## config.mk

```make
export PLATFORM = sky130hd
export DESIGN_NAME = devil_snoop_injector
export DESIGN_NICKNAME = d
export VERILOG_FILES = /design/src/rtl/devil_snoop_injector.sv
export SDC_FILE = /design/constraint.sdc
export NUM_CORES = 1
export LEC_CHECK = 0
export ABC_CLOCK_PERIOD_IN_PS = 3850
export BUFFER_PORTS_ARGS = -buffer_cell sky130_fd_sc_hd__clkbuf_2
export CORE_ASPECT_RATIO = 0.7
export CORE_MARGIN = 1
export CORE_UTILIZATION = 45
export CTS_CLUSTER_SIZE = 25
export DETAILED_ROUTE_END_ITERATION = 16
export GPL_TIMING_DRIVEN = 0
export HOLD_SLACK_MARGIN = 0.05
export PLACE_DENSITY = 0.68
export SETUP_SLACK_MARGIN = 0.02
export SLEW_MARGIN = 25
export SYNTH_ARGS = -nofsm -noshare
export SYNTH_HDL_FRONTEND = slang
export SYNTH_SLANG_ARGS = --single-unit
```

## constraint.sdc

```tcl
create_clock -name ace_aclk -period 3.85 [get_ports ace_aclk]
set_clock_uncertainty 0.15 [all_clocks]
set_input_delay 0.77 -clock ace_aclk [delete_from_list [all_inputs] [get_ports ace_aclk]]
set_output_delay 0.77 -clock ace_aclk [all_outputs]
set_load 0.01 [all_outputs]
```

## src/rtl/devil_snoop_injector.sv

```systemverilog
// ACE snoop responder that answers CR/CD snoops and inserts programmable stall
// cycles before CRVALID, the first CD beat, the last CD beat or every CD beat.
module devil_snoop_injector #(
  parameter int unsigned C_ACE_DATA_WIDTH = 128,
  parameter int unsigned LINE_BYTES       = 64,
  parameter int unsigned DELAY_W          = 32,
  parameter int unsigned CNT_W            = 16
) (
  input  logic                        ace_aclk,
  input  logic                        ace_aresetn,
  input  logic                        i_trigger,
  input  logic                        i_enable,
  input  logic [1:0]                  i_mode,
  input  logic [1:0]                  i_target,
  input  logic [DELAY_W-1:0]          i_delay,
  input  logic [CNT_W-1:0]            i_shot_count,
  input  logic [4:0]                  i_crresp,
  input  logic [LINE_BYTES*8-1:0]     i_line_data,
  input  logic                        i_crready,
  input  logic                        i_cdready,
  output logic                        o_crvalid,
  output logic [4:0]                  o_crresp,
  output logic                        o_cdvalid,
  output logic [C_ACE_DATA_WIDTH-1:0] o_cddata,
  output logic                        o_cdlast,
  output logic                        o_busy,
  output logic                        o_done,
  output logic [3:0]                  o_fsm_state,
  output logic [CNT_W-1:0]            o_served_count
);

  localparam int unsigned LINE_W      = LINE_BYTES * 8;
  localparam int unsigned BEATS       = LINE_W / C_ACE_DATA_WIDTH;
  localparam int unsigned IDX_W       = (BEATS > 1) ? $clog2(BEATS) : 1;
  localparam logic [IDX_W-1:0] LAST_IDX = IDX_W'(BEATS - 1);
  localparam bit          SINGLE_BEAT = (BEATS == 1);

  typedef enum logic [3:0] {
    S_IDLE   = 4'd0,
    S_CR_DLY = 4'd1,
    S_CR     = 4'd2,
    S_CD_DLY = 4'd3,
    S_CD     = 4'd4,
    S_END    = 4'd5
  } state_t;

  state_t                     state_q, state_d;
  logic                       accept;
  logic                       enable_q;
  logic                       arm_rise;
  logic [1:0]                 mode_q;
  logic [1:0]                 target_q;
  logic [DELAY_W-1:0]         delay_q;
  logic [DELAY_W-1:0]         dcnt_q;
  logic [DELAY_W-1:0]         dly_src;
  logic                       load_dly;
  logic [4:0]                 crresp_q;
  logic [LINE_W-1:0]          line_q;
  logic [IDX_W-1:0]           idx_q, idx_d;
  logic [CNT_W-1:0]           quota_q;
  logic [CNT_W-1:0]           served_q;
  logic [C_ACE_DATA_WIDTH-1:0] beat_arr [BEATS];

  logic                        crvalid_d, cdvalid_d, cdlast_d, busy_d, done_d;
  logic [4:0]                  crresp_d;
  logic [C_ACE_DATA_WIDTH-1:0] cddata_d;

  assign arm_rise = i_enable & ~enable_q;
  assign dly_src  = (state_q == S_IDLE) ? i_delay : delay_q;
  assign load_dly = ((state_d == S_CR_DLY) || (state_d == S_CD_DLY)) && (state_d != state_q);

  // State register
  always_ff @(posedge ace_aclk or negedge ace_aresetn) begin
    if (!ace_aresetn) state_q <= S_IDLE;
    else              state_q <= state_d;
  end

  // Next-state logic
  always_comb begin
    state_d = state_q;
    idx_d   = idx_q;
    accept  = 1'b0;
    case (state_q)
      S_IDLE: begin
        if (i_enable && i_trigger && (i_mode != 2'd3) &&
            ((i_mode == 2'd1) || (quota_q != '0))) begin
          accept  = 1'b1;
          idx_d   = '0;
          state_d = ((i_target == 2'd0) && (i_delay != '0)) ? S_CR_DLY : S_CR;
        end
      end
      S_CR_DLY: if (dcnt_q <= DELAY_W'(1)) state_d = S_CR;
      S_CR: begin
        if (i_crready) begin
          if (!crresp_q[0]) begin
            state_d = S_END;
          end else if ((delay_q != '0) &&
                       ((target_q == 2'd1) || (target_q == 2'd3) ||
                        ((target_q == 2'd2) && SINGLE_BEAT))) begin
            state_d = S_CD_DLY;
          end else begin
            state_d = S_CD;
          end
        end
      end
      S_CD_DLY: if (dcnt_q <= DELAY_W'(1)) state_d = S_CD;
      S_CD: begin
        if (i_cdready) begin
          if (idx_q == LAST_IDX) begin
            state_d = S_END;
          end else begin
            idx_d = IDX_W'(idx_q + IDX_W'(1));
            if ((delay_q != '0) &&
                ((target_q == 2'd3) || ((target_q == 2'd2) && (idx_d == LAST_IDX))))
              state_d = S_CD_DLY;
          end
        end
      end
      S_END:   state_d = S_IDLE;
      default: state_d = S_IDLE;
    endcase
  end

  // Slice the latched line into beats, beat 0 at the LSBs
  always_comb begin
    for (int b = 0; b < int'(BEATS); b++)
      beat_arr[b] = line_q[b*C_ACE_DATA_WIDTH +: C_ACE_DATA_WIDTH];
  end

  // Output decode from the upcoming state so registered outputs track state_q
  always_comb begin
    crvalid_d = (state_d == S_CR);
    crresp_d  = '0;
    if (crvalid_d) crresp_d = (state_q == S_IDLE) ? i_crresp : crresp_q;
    cdvalid_d = (state_d == S_CD);
    cddata_d  = cdvalid_d ? beat_arr[idx_d] : '0;
    cdlast_d  = cdvalid_d && (idx_d == LAST_IDX);
    busy_d    = (state_d != S_IDLE);
    done_d    = (state_d == S_END);
  end

  always_ff @(posedge ace_aclk or negedge ace_aresetn) begin
    if (!ace_aresetn) begin
      o_crvalid <= 1'b0;
      o_crresp  <= '0;
      o_cdvalid <= 1'b0;
      o_cddata  <= '0;
      o_cdlast  <= 1'b0;
      o_busy    <= 1'b0;
      o_done    <= 1'b0;
    end else begin
      o_crvalid <= crvalid_d;
      o_crresp  <= crresp_d;
      o_cdvalid <= cdvalid_d;
      o_cddata  <= cddata_d;
      o_cdlast  <= cdlast_d;
      o_busy    <= busy_d;
      o_done    <= done_d;
    end
  end

  // Latched snoop configuration, beat index and stall counter
  always_ff @(posedge ace_aclk or negedge ace_aresetn) begin
    if (!ace_aresetn) begin
      mode_q   <= '0;
      target_q <= '0;
      delay_q  <= '0;
      crresp_q <= '0;
      line_q   <= '0;
      idx_q    <= '0;
      dcnt_q   <= '0;
    end else begin
      if (accept) begin
        mode_q   <= i_mode;
        target_q <= i_target;
        delay_q  <= i_delay;
        crresp_q <= i_crresp;
        line_q   <= i_line_data;
      end
      idx_q <= idx_d;
      if (load_dly)
        dcnt_q <= dly_src;
      else if (((state_q == S_CR_DLY) || (state_q == S_CD_DLY)) && (dcnt_q != '0))
        dcnt_q <= dcnt_q - DELAY_W'(1);
    end
  end

  // Arming, shot quota and served counter; a re-arm wins over an ending snoop
  always_ff @(posedge ace_aclk or negedge ace_aresetn) begin
    if (!ace_aresetn) begin
      enable_q <= 1'b0;
      quota_q  <= '0;
      served_q <= '0;
    end else begin
      enable_q <= i_enable;
      if (arm_rise) begin
        served_q <= '0;
        case (i_mode)
          2'd0:    quota_q <= CNT_W'(1);
          2'd2:    quota_q <= i_shot_count;
          default: quota_q <= '0;
        endcase
      end else if (state_q == S_END) begin
        if (served_q != '1) served_q <= served_q + CNT_W'(1);
        if (((mode_q == 2'd0) || (mode_q == 2'd2)) && (quota_q != '0))
          quota_q <= quota_q - CNT_W'(1);
      end
    end
  end

  assign o_fsm_state    = state_q;
  assign o_served_count = served_q;

endmodule

```

==> metrics, run 1 <==
Cell Area, Synth=33900 um^2; Die Area=76400 um^2; crit path buf inv count=5; setup slack, reg-to-reg=0.10 ns; most frequent cells in the layout=nand2_1 (1713), clkbuf_2 (771), dfrtp_1 (761); worst slew pin tran=1.08 ns; Final Non-Filler Cells=5557; Avg WL per Cell=22.4 um; Max Fclk=267 MHz; Mean Syn Cell Area=9.23 um^2; placement-stage cell area=39100 um^2; Post-synth EDFFs=0; total grt overflow=0; commonest non-fill, non-tap cell in the layout=nand2_1; Non-Filler Cell Area, Final=42000 um^2; Final Hold Viols=0; worst hold path cell count=1; Final setup viols=0; CP Max Fanout=10; Hold Worst Slack=0.126 ns; largest net degree at the start of global routing=84; final total power=24.7 mW; fin. max-slew vios=0; synth unique cells=64; CTS H-tree lvls=3; layout overhead on the synthesized area=24.1%; Peak VDD IR=0.000324 V; worst hold-check path type=input pin to register; combined area of the multi-input logic cells=13900 um^2; placed insts=5392; Synth Register Bits=761; Final #Nets=5074; sequential element share of the synthesized area=0.562; drt total wl=125000 um; Synth Flop Type=dfrtp_1; vias in the first global route=29200; clk sink count=761; CTS Buffer Depth=3; DRC errors left=0; RSZ-0062 raised after global routing=yes; Slowest-stage cell, CP=or4_1; minimum clock period=3.75 ns; # IOs=733; Initial Utilization=0.458; Clock Latency Late Sink=0.64 ns; endpoint type of the worst setup path=register; HP Start=i_enable; Reg clk slew, reported paths=0.06 ns; 1st-iter DRT viols=2650; critical path launch point type=register; r2r startpoint=dcnt_q[14]; die width=330 um; CTS Buf Count=77; die height=232 um; R2R cell count=10; vias per inst=5.47; Pleak=21.6 nW; Fillers=6650; delay-heaviest family, CP=simple AND/OR/NAND/NOR gates; setup tns final=0 ns; gpl congestion=0.919; share of cells above drive strength 1=0.244; share of flip-flops with an asynchronous set or reset=1.00; PD cells=588 nW/um^2; critical path, cell by cell=or4_1 -> clkbuf_1 -> or4_1 -> buf_2 -> nor4_4 -> o21ai_1 -> clkbuf_2 -> buf_16 -> clkbuf_1 -> nor4_1; port bufs=732; Core ar.=73900 um^2; First-pass DRT Iterations=6; RR Endpoint=o_cddata[61]; first-pass GRT wire length=183000 um; initial antenna violation count=38; CP required=4.19 ns; Total Routing Usage GR=0.322; Syn. warnings=0; Mapped Nets=4251; Post-Synthesis Cells=3671; maxcap violations=0; overall via count from detail_route=30400; HPWL Detailed=94000 um; Worst EP arrival=4.09 ns; Routed Antenna Nets=0; Clock Root Buffer=clkbuf_16; critical path type=register to register; Storage cell area=19000 um^2; CTS tree=done; Final period util=0.974; Hold EP=enable_q; worst stage delay on the critical path=0.53 ns; row count=83; Max-slew headroom=0.278; status=completed
==> cells in the mapped netlist, types with 3 or more instances <==
cell type | n | area (um^2)
clkbuf_1 | 205 | 769
a221oi_1 | 4 | 35.0
ha_1 | 5 | 62.6
a41oi_1 | 4 | 35.0
o211ai_1 | 5 | 37.5
and3_1 | 16 | 100
buf_6 | 9 | 101
o311a_1 | 3 | 30.0
or4_1 | 8 | 60.1
a22oi_1 | 129 | 968
nand2_1 | 1713 | 6430
and4_1 | 5 | 43.8
buf_1 | 10 | 37.5
o21ai_0 | 11 | 55.1
dfrtp_1 | 761 | 19000
a21oi_1 | 45 | 225
and4b_1 | 3 | 30.0
a211o_1 | 5 | 43.8
a32oi_1 | 4 | 35.0
a21o_1 | 11 | 82.6
and2_1 | 5 | 31.3
or3_1 | 10 | 62.6
buf_2 | 32 | 160
nor4_1 | 160 | 1000
inv_1 | 11 | 41.3
a211oi_1 | 5 | 37.5
xor2_1 | 15 | 131
nor2_1 | 61 | 229
o31ai_1 | 6 | 45.0
a31o_2 | 5 | 43.8
nand3_1 | 16 | 80.1
xnor2_1 | 8 | 70.1
mux2_2 | 128 | 1440
nor3b_1 | 3 | 22.5
nor3_1 | 24 | 120
nor2b_1 | 3 | 18.8
nand4_1 | 10 | 62.6
o2111ai_1 | 3 | 26.3
a31oi_1 | 11 | 68.8
mux2i_1 | 161 | 1610
o31a_1 | 5 | 43.8
==> flip-flops by register name (all words and copies together), names as in the netlist, 2 cells and up <==
name            cells
line_q            512
o_cddata          128
dcnt_q             32
delay_q            32
o_served_count     16
quota_q            16
crresp_q            5
o_crresp            5
o_fsm_state         4
idx_q               2
target_q            2
==> layout make-up <==
cell class,instances,share of cell area
clock inverter,34,0.0117
sequential,761,0.453
multi-input combinational,2642,0.329
antenna,25,0.00149
clock buffer,106,0.0518
inverter,12,0.00107
timing repair buffer,746,0.0954
buffer,254,0.0270
tap,977,0.0291
==> power breakdown <==
group | total [mW] | leakage (nW) | switching [mW] | internal (mW)
registers | 11.5 | 9.74 | 1.39 | 10.1
logic | 5.18 | 10.5 | 2.90 | 2.28
clock network | 8.07 | 1.30 | 3.35 | 4.72
==> stage by stage <==
stage / setup slack, ns / util
global placement: -16.57 / 0.524
floorplan: 0.548 / -
global route: -0.0264 / 0.568
finish: 0.101 / 0.569
CTS: 0.0337 / 0.567
detailed placement: -1.55 / 0.529
==> worst max path at each step <==
| stage | from | to | slack [ns] | cells past startpoint |
|---|---|---|---|---|
| after floorplan | quota_q[0] | o_cddata[100] | 0.55 | 11 |
| after global placement | ace_aresetn | line_q[307] | -16.57 | 1 |
| after detailed placement | quota_q[0] | o_cddata[28] | -1.55 | 11 |
| after CTS | o_fsm_state[1] | line_q[365] | 0.03 | 9 |
| after global routing | dcnt_q[14] | o_cddata[61] | -0.03 | 10 |
| final | dcnt_q[14] | o_cddata[61] | 0.10 | 10 |
==> routing by layer <==
layer,part of all wire,wire length [um],vias to the layer above,GRT usage
li1,-,-,13900,-
met1,0.44,55200,14900,0.466
met2,0.45,55600,1340,0.481
met3,0.075,9410,252,0.0579
met4,0.035,4320,18,0.120
met5,0.00099,124,-,0
==> cell families after synthesis <==
group | after synthesis | synth area share
other cells | 1 | 0.000111
buf+inv | 268 | 0.0329
xor+xnor | 23 | 0.00595
fa+ha+maj | 5 | 0.00185
simple gates | 2047 | 0.247
mux | 289 | 0.0901
compound gates | 277 | 0.0599
flops | 761 | 0.562
==> repair_timing <==
action	4_1_cts	5_1_grt
setup buffers	0	1
resized for setup	32	48
pin swaps	1	0
hold buffers	1	0
endpoints found under the hold margin	55	0
endpoints found under the setup margin	681	223
No activity file was read; power rests on OpenSTA's default activity.
==> inputs of run 2 (changes only) <==
- MAX_ROUTING_LAYER: unset -> met4
- PLACE_DENSITY: 0.68 -> unset
- PLACE_DENSITY_LB_ADDON: unset -> 0.05
==> run 2 against run 1 <==
  * Wire length decreased by 0.81%
  * Clock power is 3.1% lower
  * Fmax decreased by 1.4%
  * Hold slack improved by 0.0046 ns
  * Final area grew 0.14%
  * Power down 1.6%
  * Die area is the same
  * Worst setup slack worse by 0.054 ns
  * Critical path depth unchanged
  * Combinational power down 2%
  * Clock-buffer cell count increased by 11
  * Sequential power about the same
==> metrics, run 2 (synthesis results as in run 1) <==
status=completed (unchanged); Total Routing Usage GR=0.331 (was 0.322); Final Hold Viols=0 (unchanged); RSZ-0062 raised after global routing=yes (unchanged); pre-CTS WS=-1.14 ns (was -1.55 ns); CP Max Fanout=10 (unchanged); CP required=4.20 ns (was 4.19 ns); CTS Buf Count=76 (was 77); DRC errors left=0 (unchanged); Fillers=6890 (was 6650); Non-Filler Cell Area, Final=42100 um^2 (was 42000 um^2); vias in the first global route=28800 (was 29200); commonest non-fill, non-tap cell in the layout=nand2_1 (unchanged); PD cells=578 nW/um^2 (was 588 nW/um^2); First-pass DRT Iterations=5 (was 6); critical path launch point type=register (unchanged); Hold Worst Slack=0.131 ns (was 0.126 ns); die height=232 um (unchanged); largest net degree at the start of global routing=87 (was 84); setup tns final=0 ns (unchanged); Setup WS post-layout=0.0478 ns (was 0.101 ns); Reg clk slew, reported paths=0.07 ns (was 0.06 ns); Avg WL per Cell=22.2 um (was 22.4 um); Worst EP arrival=4.15 ns (was 4.09 ns); layout overhead on the synthesized area=24.2% (was 24.1%); Final #Nets=5073 (was 5074); biggest registers after layout=line_q x512, o_cddata x128 (unchanged); # IOs=733 (unchanged); Max Fclk=263 MHz (was 267 MHz); Max-slew headroom=0.298 (was 0.278); Final period util=0.988 (was 0.974); total grt overflow=0 (unchanged); clk sink count=761 (unchanged); worst hold-check path type=input pin to register (unchanged); port bufs=732 (unchanged); placed insts=5392 (unchanged); most frequent cells in the layout=nand2_1 (1713), clkbuf_2 (774), dfrtp_1 (761) (was nand2_1 (1713), clkbuf_2 (771), dfrtp_1 (761)); Clock Root Buffer=clkbuf_16 (unchanged); Initial Utilization=0.458 (unchanged); CTS H-tree lvls=3 (unchanged); fin util=0.569 (about the same); Pleak=21.6 nW (about the same); Die Area=76400 um^2 (unchanged); critical path type=register to register (unchanged); P_sw=7.40 mW (was 7.64 mW); max reg flops=512 (unchanged); P_int=16.9 mW (was 17.1 mW); fin. max-slew vios=0 (unchanged); row count=83 (unchanged); 1st-iter DRT viols=2390 (was 2650); endpoint type of the worst setup path=register (unchanged); CTS tree=done (unchanged); minimum clock period=3.80 ns (was 3.75 ns); overall via count from detail_route=29900 (was 30400); first-pass GRT wire length=182000 um (was 183000 um); gpl congestion=0.941 (was 0.919); vias per inst=5.36 (was 5.47); initial antenna violation count=46 (was 38); share of cells above drive strength 1=0.248 (was 0.244); clock network power share=0.322 (was 0.327); Final setup viols=0 (unchanged); drt total wl=124000 um (was 125000 um); Comb pwr share=0.209 (about the same); Clock Latency Late Sink=0.63 ns (was 0.64 ns); Core ar.=73900 um^2 (unchanged); Flop pwr share=0.469 (was 0.464); maxcap violations=0 (unchanged); Final Non-Filler Cells=5572 (was 5557); final total power=24.3 mW (was 24.7 mW); largest register by flop count=line_q (unchanged); Sw Share=0.304 (was 0.309); worst slew pin tran=1.05 ns (was 1.08 ns); placement-stage cell area=39100 um^2 (about the same); die width=330 um (unchanged); HPWL Detailed=92800 um (was 94000 um); Peak VDD IR=0.000327 V (was 0.000324 V); CTS Buffer Depth=3 (unchanged); Routed Antenna Nets=0 (unchanged)
-- run 2: power groups by stage --
| stage | clock network (mW) | registers, mW | logic (mW) |
|---|---|---|---|
| after floorplan | 0 | 11.1 | 3.44 |
| after global placement | 0 | 11.5 | 4.85 |
| after detailed placement | 0 | 11.5 | 5.01 |
| after CTS | 7.93 | 11.4 | 5.06 |
| after global routing | 8.26 | 11.7 | 5.77 |
| final | 7.82 | 11.4 | 5.09 |
-- run 2: critical path, cell delays in order (launching register included) --
cell	delay [ns]
dfrtp_1	0.44
or4_4	0.61
or4_1	0.51
buf_2	0.21
nor4_4	0.37
xnor2_1	0.21
o221a_4	0.26
inv_2	0.12
buf_6	0.22
buf_6	0.18
nor4_1	0.35
-- run 2: final timing paths --
path | from | endpoint | slack [ns] | cells past startpoint
max in group asynchronous | ace_aresetn | line_q[47] | 0.69 | 7
setup / recovery | dcnt_q[14] | o_cddata[99] | 0.05 | 10
hold / removal | i_enable | enable_q | 0.13 | 1
hold reg to reg | line_q[270] | line_q[270] | 0.32 | 2
min in group asynchronous | ace_aresetn | delay_q[13] | 0.54 | 2
setup reg to reg | dcnt_q[14] | o_cddata[99] | 0.05 | 10
-- run 2: cell type report --
class	instances	area, um^2	area share
Inverter	12	45.0	0.00107
Antenna cell	45	113	0.00267
Multi-Input combinational cell	2642	13900	0.331
Sequential cell	761	19000	0.452
Clock inverter	18	221	0.00526
Tap cell	977	1220	0.0290
Timing Repair Buffer	746	4020	0.0955
Clock buffer	117	2370	0.0563
Buffer	254	1150	0.0274
-- run 2: routing by layer --
layer | wire [um] | up-vias | global-route usage
met5 | 0 | - | -
met3 | 8270 | 229 | 0.0610
met2 | 56400 | 1084 | 0.483
li1 | - | 13900 | -
met4 | 4350 | 0 | 0.130
met1 | 54700 | 14700 | 0.456
-- run 2: what timing repair did --
| action | in CTS | in global routing |
|---|---|---|
| setup endpoints to repair | 441 | 254 |
| hold buffers | 1 | 0 |
| resized for setup | 45 | 58 |
| endpoints found under the hold margin | 59 | 0 |
| setup buffers | 0 | 1 |
| pin swaps | 1 | 2 |
